===== config.mk =====
export PLATFORM = sky130hd
export DESIGN_NAME = mem_wbuf
export DESIGN_NICKNAME = d
export VERILOG_FILES = /design/src/rtl/mem_wbuf_pkg.sv /design/src/rtl/mem_wbuf_fifo.sv /design/src/rtl/mem_wbuf.sv
export SDC_FILE = /design/constraint.sdc
export NUM_CORES = 1
export LEC_CHECK = 0
export ABC_AREA = 0
export CORE_MARGIN = 2
export CORE_UTILIZATION = 54
export DETAILED_ROUTE_END_ITERATION = 10
export DONT_BUFFER_PORTS = 1
export HOLD_SLACK_MARGIN = 0.1
export PLACE_DENSITY = 0.72
export REMOVE_ABC_BUFFERS = 1
export SETUP_SLACK_MARGIN = 0.3
export SLEW_MARGIN = 25
export SYNTH_ARGS = -nofsm -noshare
export SYNTH_HDL_FRONTEND = slang
export SYNTH_HIERARCHICAL = 1
export SYNTH_SLANG_ARGS = --single-unit

===== constraint.sdc =====
create_clock -name clk -period 3.4 [get_ports clk]
set_input_delay 0.51 -clock clk [delete_from_list [all_inputs] [get_ports clk]]
set_output_delay 0.51 -clock clk [all_outputs]
set_load 0.05 [all_outputs]

===== src/rtl/mem_wbuf_pkg.sv =====
// Shared types and constants for the mem_wbuf posted-write buffer.
// State encoding, buffer entry layout and the default depth.
`timescale 1ns/1ps
package mem_wbuf_pkg;

   localparam int unsigned DEPTH_DEF = 4;

   localparam logic [1:0] IDLE  = 2'd0;
   localparam logic [1:0] DRAIN = 2'd1;
   localparam logic [1:0] READ  = 2'd2;
   localparam logic [1:0] RDONE = 2'd3;

   typedef struct packed {
      logic [29:0] addr;
      logic [31:0] data;
   } wbuf_entry_t;

endpackage


===== src/rtl/mem_wbuf_fifo.sv =====
// wbuf_fifo: entry storage, pointers, count and full/empty flags for mem_wbuf.
// It also produces an age-ordered address-match vector and the youngest matching data.
`timescale 1ns/1ps
module wbuf_fifo
   import mem_wbuf_pkg::*;
#(
   parameter int unsigned DEPTH  = DEPTH_DEF,
   parameter bit          FWD_EN = 1'b0
) (
   input  logic                         clk,
   input  logic                         rst,
   input  logic                         i_push,
   input  wbuf_entry_t                  i_entry,
   input  logic                         i_pop,
   input  logic [29:0]                  i_cmp_addr,
   output wbuf_entry_t                  o_head,
   output logic [$clog2(DEPTH+1)-1:0]   o_count,
   output logic                         o_full,
   output logic                         o_empty,
   output logic [DEPTH-1:0]             o_match,
   output logic [31:0]                  o_fwd_data
);

   localparam int unsigned PW = $clog2(DEPTH);
   localparam int unsigned CW = $clog2(DEPTH+1);

   wbuf_entry_t   r_mem [DEPTH];
   logic [PW-1:0] r_wr_ptr;
   logic [PW-1:0] r_rd_ptr;
   logic [CW-1:0] r_count;
   logic [PW-1:0] w_idx;

   always_ff @(posedge clk) begin
      if (i_push) begin
         r_mem[r_wr_ptr] <= i_entry;
      end
   end

   always_ff @(posedge clk) begin
      if (rst) begin
         r_wr_ptr <= '0;
         r_rd_ptr <= '0;
         r_count  <= '0;
      end else begin
         if (i_push) begin
            r_wr_ptr <= r_wr_ptr + PW'(1);
         end
         if (i_pop) begin
            r_rd_ptr <= r_rd_ptr + PW'(1);
         end
         case ({i_push, i_pop})
            2'b10:   r_count <= r_count + CW'(1);
            2'b01:   r_count <= r_count - CW'(1);
            default: r_count <= r_count;
         endcase
      end
   end

   // Scan oldest to youngest so the last match seen is the youngest store.
   always_comb begin
      o_match    = '0;
      o_fwd_data = '0;
      w_idx      = '0;
      for (int unsigned i = 0; i < DEPTH; i++) begin
         w_idx = r_rd_ptr + PW'(i);
         if (FWD_EN && (CW'(i) < r_count) && (r_mem[w_idx].addr == i_cmp_addr)) begin
            o_match[i] = 1'b1;
            o_fwd_data = r_mem[w_idx].data;
         end
      end
   end

   assign o_head  = r_mem[r_rd_ptr];
   assign o_count = r_count;
   assign o_full  = (r_count == CW'(DEPTH));
   assign o_empty = (r_count == '0);

endmodule


===== src/rtl/mem_wbuf.sv =====
// mem_wbuf: posted-write buffer between the core data port and the word-addressed memory bus.
// Define WBUF_FWD_EN to forward loads from buffered stores instead of waiting for the drain.
`timescale 1ns/1ps
module mem_wbuf
   import mem_wbuf_pkg::*;
#(
   parameter int unsigned DEPTH = DEPTH_DEF
) (
   input  logic        clk,
   input  logic        rst,
   input  logic        proc_write,
   input  logic        proc_read,
   input  logic [29:0] proc_addr,
   input  logic [31:0] proc_wdata,
   output logic [31:0] proc_rdata,
   output logic        proc_stall,
   output logic        mem_write,
   output logic        mem_read,
   output logic [29:0] mem_addr,
   output logic [31:0] mem_wdata,
   input  logic [31:0] mem_rdata,
   input  logic        mem_ready
);

`ifdef WBUF_FWD_EN
   localparam bit FWD_EN = 1'b1;
`else
   localparam bit FWD_EN = 1'b0;
`endif

   localparam int unsigned CW = $clog2(DEPTH+1);

   logic [1:0]       r_state;
   logic [31:0]      r_rdata_q;
   logic             w_push;
   logic             w_pop;
   logic             w_full;
   logic             w_empty;
   logic             w_hit;
   logic [CW-1:0]    w_count;
   logic [DEPTH-1:0] w_match;
   logic [31:0]      w_fwd_data;
   wbuf_entry_t      w_head;
   wbuf_entry_t      w_entry;

   assign w_entry = '{addr: proc_addr, data: proc_wdata};
   // A store is taken whenever there is room, even when a simultaneous load stalls.
   assign w_push  = proc_write && !w_full && !rst;
   assign w_pop   = (r_state == DRAIN) && mem_ready && !rst;
   assign w_hit   = proc_read && (|w_match);

   wbuf_fifo #(
      .DEPTH  (DEPTH),
      .FWD_EN (FWD_EN)
   ) u_fifo (
      .clk        (clk),
      .rst        (rst),
      .i_push     (w_push),
      .i_entry    (w_entry),
      .i_pop      (w_pop),
      .i_cmp_addr (proc_addr),
      .o_head     (w_head),
      .o_count    (w_count),
      .o_full     (w_full),
      .o_empty    (w_empty),
      .o_match    (w_match),
      .o_fwd_data (w_fwd_data)
   );

   always_ff @(posedge clk) begin
      if (rst) begin
         r_state   <= IDLE;
         r_rdata_q <= '0;
      end else begin
         case (r_state)
            IDLE: begin
               if (!w_empty) begin
                  r_state <= DRAIN;
               end else if (proc_read && !proc_write && !w_hit) begin
                  r_state <= READ;
               end
            end
            DRAIN: begin
               if (mem_ready) begin
                  r_state <= ((w_count > CW'(1)) || w_push) ? DRAIN : IDLE;
               end
            end
            READ: begin
               if (mem_ready) begin
                  r_rdata_q <= mem_rdata;
                  r_state   <= RDONE;
               end
            end
            RDONE:   r_state <= IDLE;
            default: r_state <= IDLE;
         endcase
      end
   end

   always_comb begin
      mem_write  = (r_state == DRAIN);
      mem_read   = (r_state == READ);
      mem_addr   = '0;
      mem_wdata  = '0;
      proc_rdata = '0;
      if (r_state == DRAIN) begin
         mem_addr  = w_head.addr;
         mem_wdata = w_head.data;
      end else if (r_state == READ) begin
         mem_addr = proc_addr;
      end
      if (r_state == RDONE) begin
         proc_rdata = r_rdata_q;
      end else if (w_hit) begin
         proc_rdata = w_fwd_data;
      end
      proc_stall = rst
                || (proc_write && w_full)
                || (proc_read && (proc_write || !((r_state == RDONE) || w_hit)));
   end

endmodule


# After elaboration in Yosys (flattened, before gate mapping)
# Memories as Yosys holds them, arrays and structs flattened. A register that Yosys moved wholly into a read port is not among the register bits.
# Index checks and enable logic that the tools add are counted.
# word_totals
word_cells	55
ff_bits	41
out_inout_bits	97
input_bits	99
mem_bits_rw	248
mem_bits_ro	0
latchBits	0
n_memories	1
# op_classes
add_sub_neg	4
mul	0
mux	15
n_reduce_logical	20
n_eq_ne	9
magnitude_cmp	1
shift	0
div_mod_pow	0
bitwise_logic	0
# mem_list
memory	words	word_bits	rd	rd_clocked_by_memory_dff	write_ports	line	text
u_fifo.r_mem	4	62	1	1	1	mem_wbuf_fifo.sv:27	wbuf_entry_t r_mem [DEPTH];
# ops
cell	n
two-way mux 32 bit	2
two-way mux 30 bit	2
two-way mux 2 bit	6
case mux 2 bit (4 select lines)	1
logical AND 1 bit	7
equality test 2 bit, second input constant	3
case mux 3 bit (2 select lines)	1
adder 2 x 1 -> 2 bit, second input constant	2
equality test 2 x 1 -> 1 bit, second input constant	2
logical NOT 1 bit	4
logical OR 1 bit	4
!= test 2 x 1 -> 1 bit, second input constant	2
adder 3 x 1 -> 3 bit, second input constant	1
equality test 3 bit, second input constant	1
greater-than comparator 3 x 1 -> 1 bit, second input constant	1
logical NOT 3 bit	1
two-way mux 1 bit	3
!= test 3 bit, second input constant	1
AND reduction 3 bit	1
subtractor 3 x 1 -> 3 bit, second input constant	1
logical NOT 2 bit	1
AND reduction 2 bit	1
nonzero test 2 bit	1

# Logic depth before layout (Yosys ltp)
# logic_depth
word_depth	8
depth_mapped	10
mapped_depth_nobuf	10

# Cells and area by module
# Netlist, hierarchy kept.
# by_module_without_submodules
module	area_each_um2	seq_area_each_um2	instances	cells_each
wbuf_fifo	9724.3	7627.3	1	408
mem_wbuf	2252.2	680.7	1	340

# Least setup slack after synthesis
# No wires, ideal clock.
# synth_timing
path_type	in2reg
from	input rst
to	memory u_fifo/r_mem[0][0] in the netlist's numbering (enable)
path_buffers	1
setup_time_ns	0.426
slack_ns	0.154
required_ns	2.974
cell_stages	3
arrival_time_ns	2.820
path_cell_list	clkbuf_1 > nor3b_1 > and2_1
# synth_via
elab_chain_cells	4
# synth_lines
item	line	text
start: declaration	mem_wbuf.sv:10	input logic rst,
logical NOT 1 bit	mem_wbuf.sv:48	assign w_push = proc_write && !w_full && !rst;
logical AND 1 bit	mem_wbuf.sv:48	
net w_push	mem_wbuf.sv:35	logic w_push;
two-way mux 1 bit	mem_wbuf_fifo.sv:34	if (i_push) begin
two-way mux 1 bit (implied by the code)	mem_wbuf_fifo.sv:35	r_mem[r_wr_ptr] <= i_entry;
end: declaration	mem_wbuf_fifo.sv:27	
# The timed path passes the listed nets, and every way through them passes these cells.

# Worst setup path in the final report
# layout_timing
from	register r_state[0]
to	output mem_addr[28]
# layout_via
elab_chain_cells	3
elab_cells_between_ends	4
cone_classes	2 x eq/ne; 2 x mux
# layout_lines
item	line	text
start: declaration	mem_wbuf.sv:33	logic [1:0] r_state;
start signal: assignment	mem_wbuf.sv:85	r_state <= ((w_count > CW'(1)) || w_push) ? DRAIN : IDLE;
equality test 2 bit	mem_wbuf.sv:109	end else if (r_state == READ) begin
two-way mux 30 bit	mem_wbuf.sv:109	
two-way mux 30 bit *	mem_wbuf.sv:106	if (r_state == DRAIN) begin
end: declaration	mem_wbuf.sv:19	output logic [29:0] mem_addr,
# Mark *: on every way between the ends. The rest lies on a longest branch, timed or not.

==> summary.md <==
| Metric | Value |
|---|---|
| Combinational family with the most area after synthesis | `multiplexers` |
| Period minus WS final | `3.003 ns` |
| Nets | `954` |
| Detailed Routing Iterations Pass 1 | `5` |
| Remaining global-route overflow | `0` |
| Hold WC Path Type | `primary input to flip-flop` |
| Post-place instance area | `12270 µm²` |
| Met3 Routed Length | `1.853 mm` |
| Initial drt markers | `466` |
| Clk root buf | `clkbuf_16` |
| # H-tree levels | `1` |
| Avg Cell Area, Syn | `16.01 µm²` |
| Asr flop ratio synth | `0%` |
| DR WL met2 | `12.62 mm` |
| Ys flop type | `edfxtp_1` |
| Relative slew slack | `53.01%` |
| Tightest Pin Transition | `0.7002 ns` |
| Warnings from Yosys | `6` |
| Die width | `152.9 µm` |
| Crit path capture type | `output port` |
| PwrDens | `558.0 nW/µm²` |
| Total GRT Usage | `20.53%` |
| Fmax | `0.3330 GHz` |
| CTS Buf Count | `29` |
| Top Layer Used | `met4` |
| Worst Path Max Fanout | `63` |
| Slew Viols, Final | `0` |
| Post-synthesis mux area share | `11.81%` |
| CP max stage cell | `dfxtp_1` |
| DRC | `0` |
| Core Util, Final | `63.65%` |
| Vias per cell | `5.726` |
| Commonest non-fill, non-tap cell in the layout | `edfxtp_1` |
| CP startpoint | `r_state[0]` |
| Port bufs | `0` |
| Gpl congestion | `0.8075` |
| Outcome | `finished, final reports clean` |
| Fillcell total | `1542` |
| Worst reg2reg startpoint | `r_state[0]` |
| Largest net degree at the start of global routing | `64` |
| Worst-case hold slack | `0.1145 ns` |
| Die Ht | `152.9 µm` |
| Critical-path cell list | `nor2b_4 > buf_6 > a22o_1` |
| Final period util | `88.32%` |
| Compound-Gate Fraction of Synth Area | `5.150%` |
| Max-Cap Viols | `0` |
| RSZ-0062 raised after global routing | `yes` |
| IO Count | `196` |
| Final setup fails | `0` |
| Clock latency on the worst-skew pair | `0.54 ns` |
| Clk sinks | `291` |
| Crit path arrival time | `2.49 ns` |
| Layout cells sized above 1 | `18.58%` |
| Final Cell Area | `13890 µm²` |
| CTS tree | `done` |
| First-pass GRT wire length | `38.14 mm` |
| Clock-pin slew on the worst setup and hold paths | `0.06 ns` |
| DR vias | `6602` |
| CP startpoint kind | `flip-flop` |
| Metal-1 WL | `9.841 mm` |
| Hold Crit Start | `mem_rdata[17]` |
| Area grow syn2layout | `15.98%` |
| Per-cell routed wire length | `21.48 µm` |
| Post-Synth Adder-Cell Area | `0.6895%` |
| Leakage | `4.615 nW` |
| Xor-xnor portion of the synthesized cell area | `0.3656%` |
| Crit-path leading delay family | `flip-flops` |
| Initial antenna violation count | `1` |
| Core Footprint | `21820 µm²` |
| Highest-count cells in the layout ignoring fill and taps | `248 x edfxtp_1, 131 x nand2_1, 71 x dlygate4sd3_1` |
| Crit-path max cell delay | `0.66 ns` |
| #FFs+latches synth | `291` |
| Longest Clk Path Bufs | `3` |
| Final Hold Fails | `0` |
| Syn Inst Count | `748` |
| Worst vdd ir | `0.0004982 V` |
| CP bufs+invs | `1` |
| Total power | `7.752 mW` |
| Vias in the first global route | `6982` |
| Final WL | `24.76 mm` |
| Seq/Total Area, Yosys | `69.37%` |
| Row count | `54` |
| Clock skew | `0.01130 ns` |
| Final HPWL DP | `14.59 mm` |
| Synth unique cells | `36` |
| Simple-Gate Fraction of Synth Area | `7.303%` |
| Netlist Area Pre-Place | `11980 µm²` |
| Critical path class | `flip-flop to output port` |
| Critical path data required time | `2.89 ns` |
| Post-DRT Antenna Nets | `0` |
| Starting Density | `54.88%` |
| Die ar. | `23390 µm²` |
| Number of synthesized flops with an enable pin | `248` |
[power by group]
part           switching (mW)  leakage (nW)  internal [mW]  total, mW
Combinational           0.661          1.60          0.274      0.935
Sequential             0.0387          2.60           3.95       3.99
Clock                    1.25         0.410           1.58       2.83
[routing by layer]
layer	global-route usage, %	vias up
met3	5.160	37
li1	-	2947
met1	26.33	3351
met4	4.101	0
met2	35.98	267
met5	0	-
[path summary, 6_finish.rpt]
| check | slack (ns) | end | cells after the start |
|---|---|---|---|
| worst max register to register | 0.79 | u_fifo/o_count[2] | 8 |
| worst max-delay path | 0.40 | mem_addr[28] | 3 |
| worst min register to register | 0.46 | r_rdata_q[28] | 2 |
| worst min-delay path | 0.11 | r_rdata_q[17] | 2 |
[what timing repair did]
action,4_1_cts,5_1_grt
pin swaps,0,0
gates resized for setup,1,9
gates cloned,0,1
hold endpoints to repair,291,0
hold buffers,72,0
setup endpoints to repair,6,44
setup buffers,0,1
[Yosys cell counts (3+ instances only)]
cell	instances	share of area (%)
and2_1	37	1.9
o21ai_1	9	0.38
edfxtp_1	248	62
nand2_1	131	4.1
ha_1	5	0.52
buf_4	44	2.8
mux4_2	60	11
clkbuf_1	8	0.25
a21oi_1	34	1.4
buf_12	6	1.0
inv_1	7	0.22
dfxtp_1	43	7.2
o21ai_0	26	1.1
buf_2	19	0.79
nor2b_1	3	0.16
a22o_1	30	2.2
xor2_1	3	0.22
nor2_1	8	0.25
clkbuf_2	4	0.17
[flip-flops by register name (all words and copies together) (netlist names), named ones only]
name / flops
u_fifo/r_wr_ptr: 2
u_fifo/r_rd_ptr: 2
r_state: 2
u_fifo/r_mem: 248
r_rdata_q: 32
u_fifo/o_count: 3
[area by class of cell]
type / count / area [µm²] / share of cell area, %
flip-flops and latches: 291 / 8315 / 59.86
multi-input cells: 404 / 3216 / 23.15
repair buffers: 116 / 1142 / 8.224
clock buffers: 41 / 770.7 / 5.549
well taps: 280 / 350.3 / 2.522
clock inverters: 13 / 67.56 / 0.4864
inverters: 7 / 26.28 / 0.1892
diodes: 1 / 2.502 / 0.01801
[logic make-up (layout without fill, tap and decap cells)]
kind of cell	after synthesis	count (layout)
buffers and inverters	89	177
adders and majority gates	6	6
muxes	63	63
xor gates and xnor gates	5	5
DFF	291	291
and+or+nand+nor	193	194
AOI/OAI and AO/OA	100	100
other	1	37
[metrics by stage]
step / setup TNS (ns) / worst slack, ns / cells
after CTS: 0 / 0.3387 / 1150
final: 0 / 0.3972 / 1153
after global routing: 0 / 0.2353 / 1153
after detailed placement: 0 / 0.8047 / 1024
after global placement: 0 / 0.8183 / 1023
after floorplan: -48.39 / -1.060 / 701
[worst register-to-register path, stage by stage (launching register included)]
cell and delay, ns:
dfxtp_1 0.66, nor2b_4 0.28, and3b_1 0.25, ha_1 0.23, inv_1 0.08, fa_1 0.37
xor2_1 0.17, or3_1 0.32, a21oi_1 0.18
(Power assumes the default switching activity.)
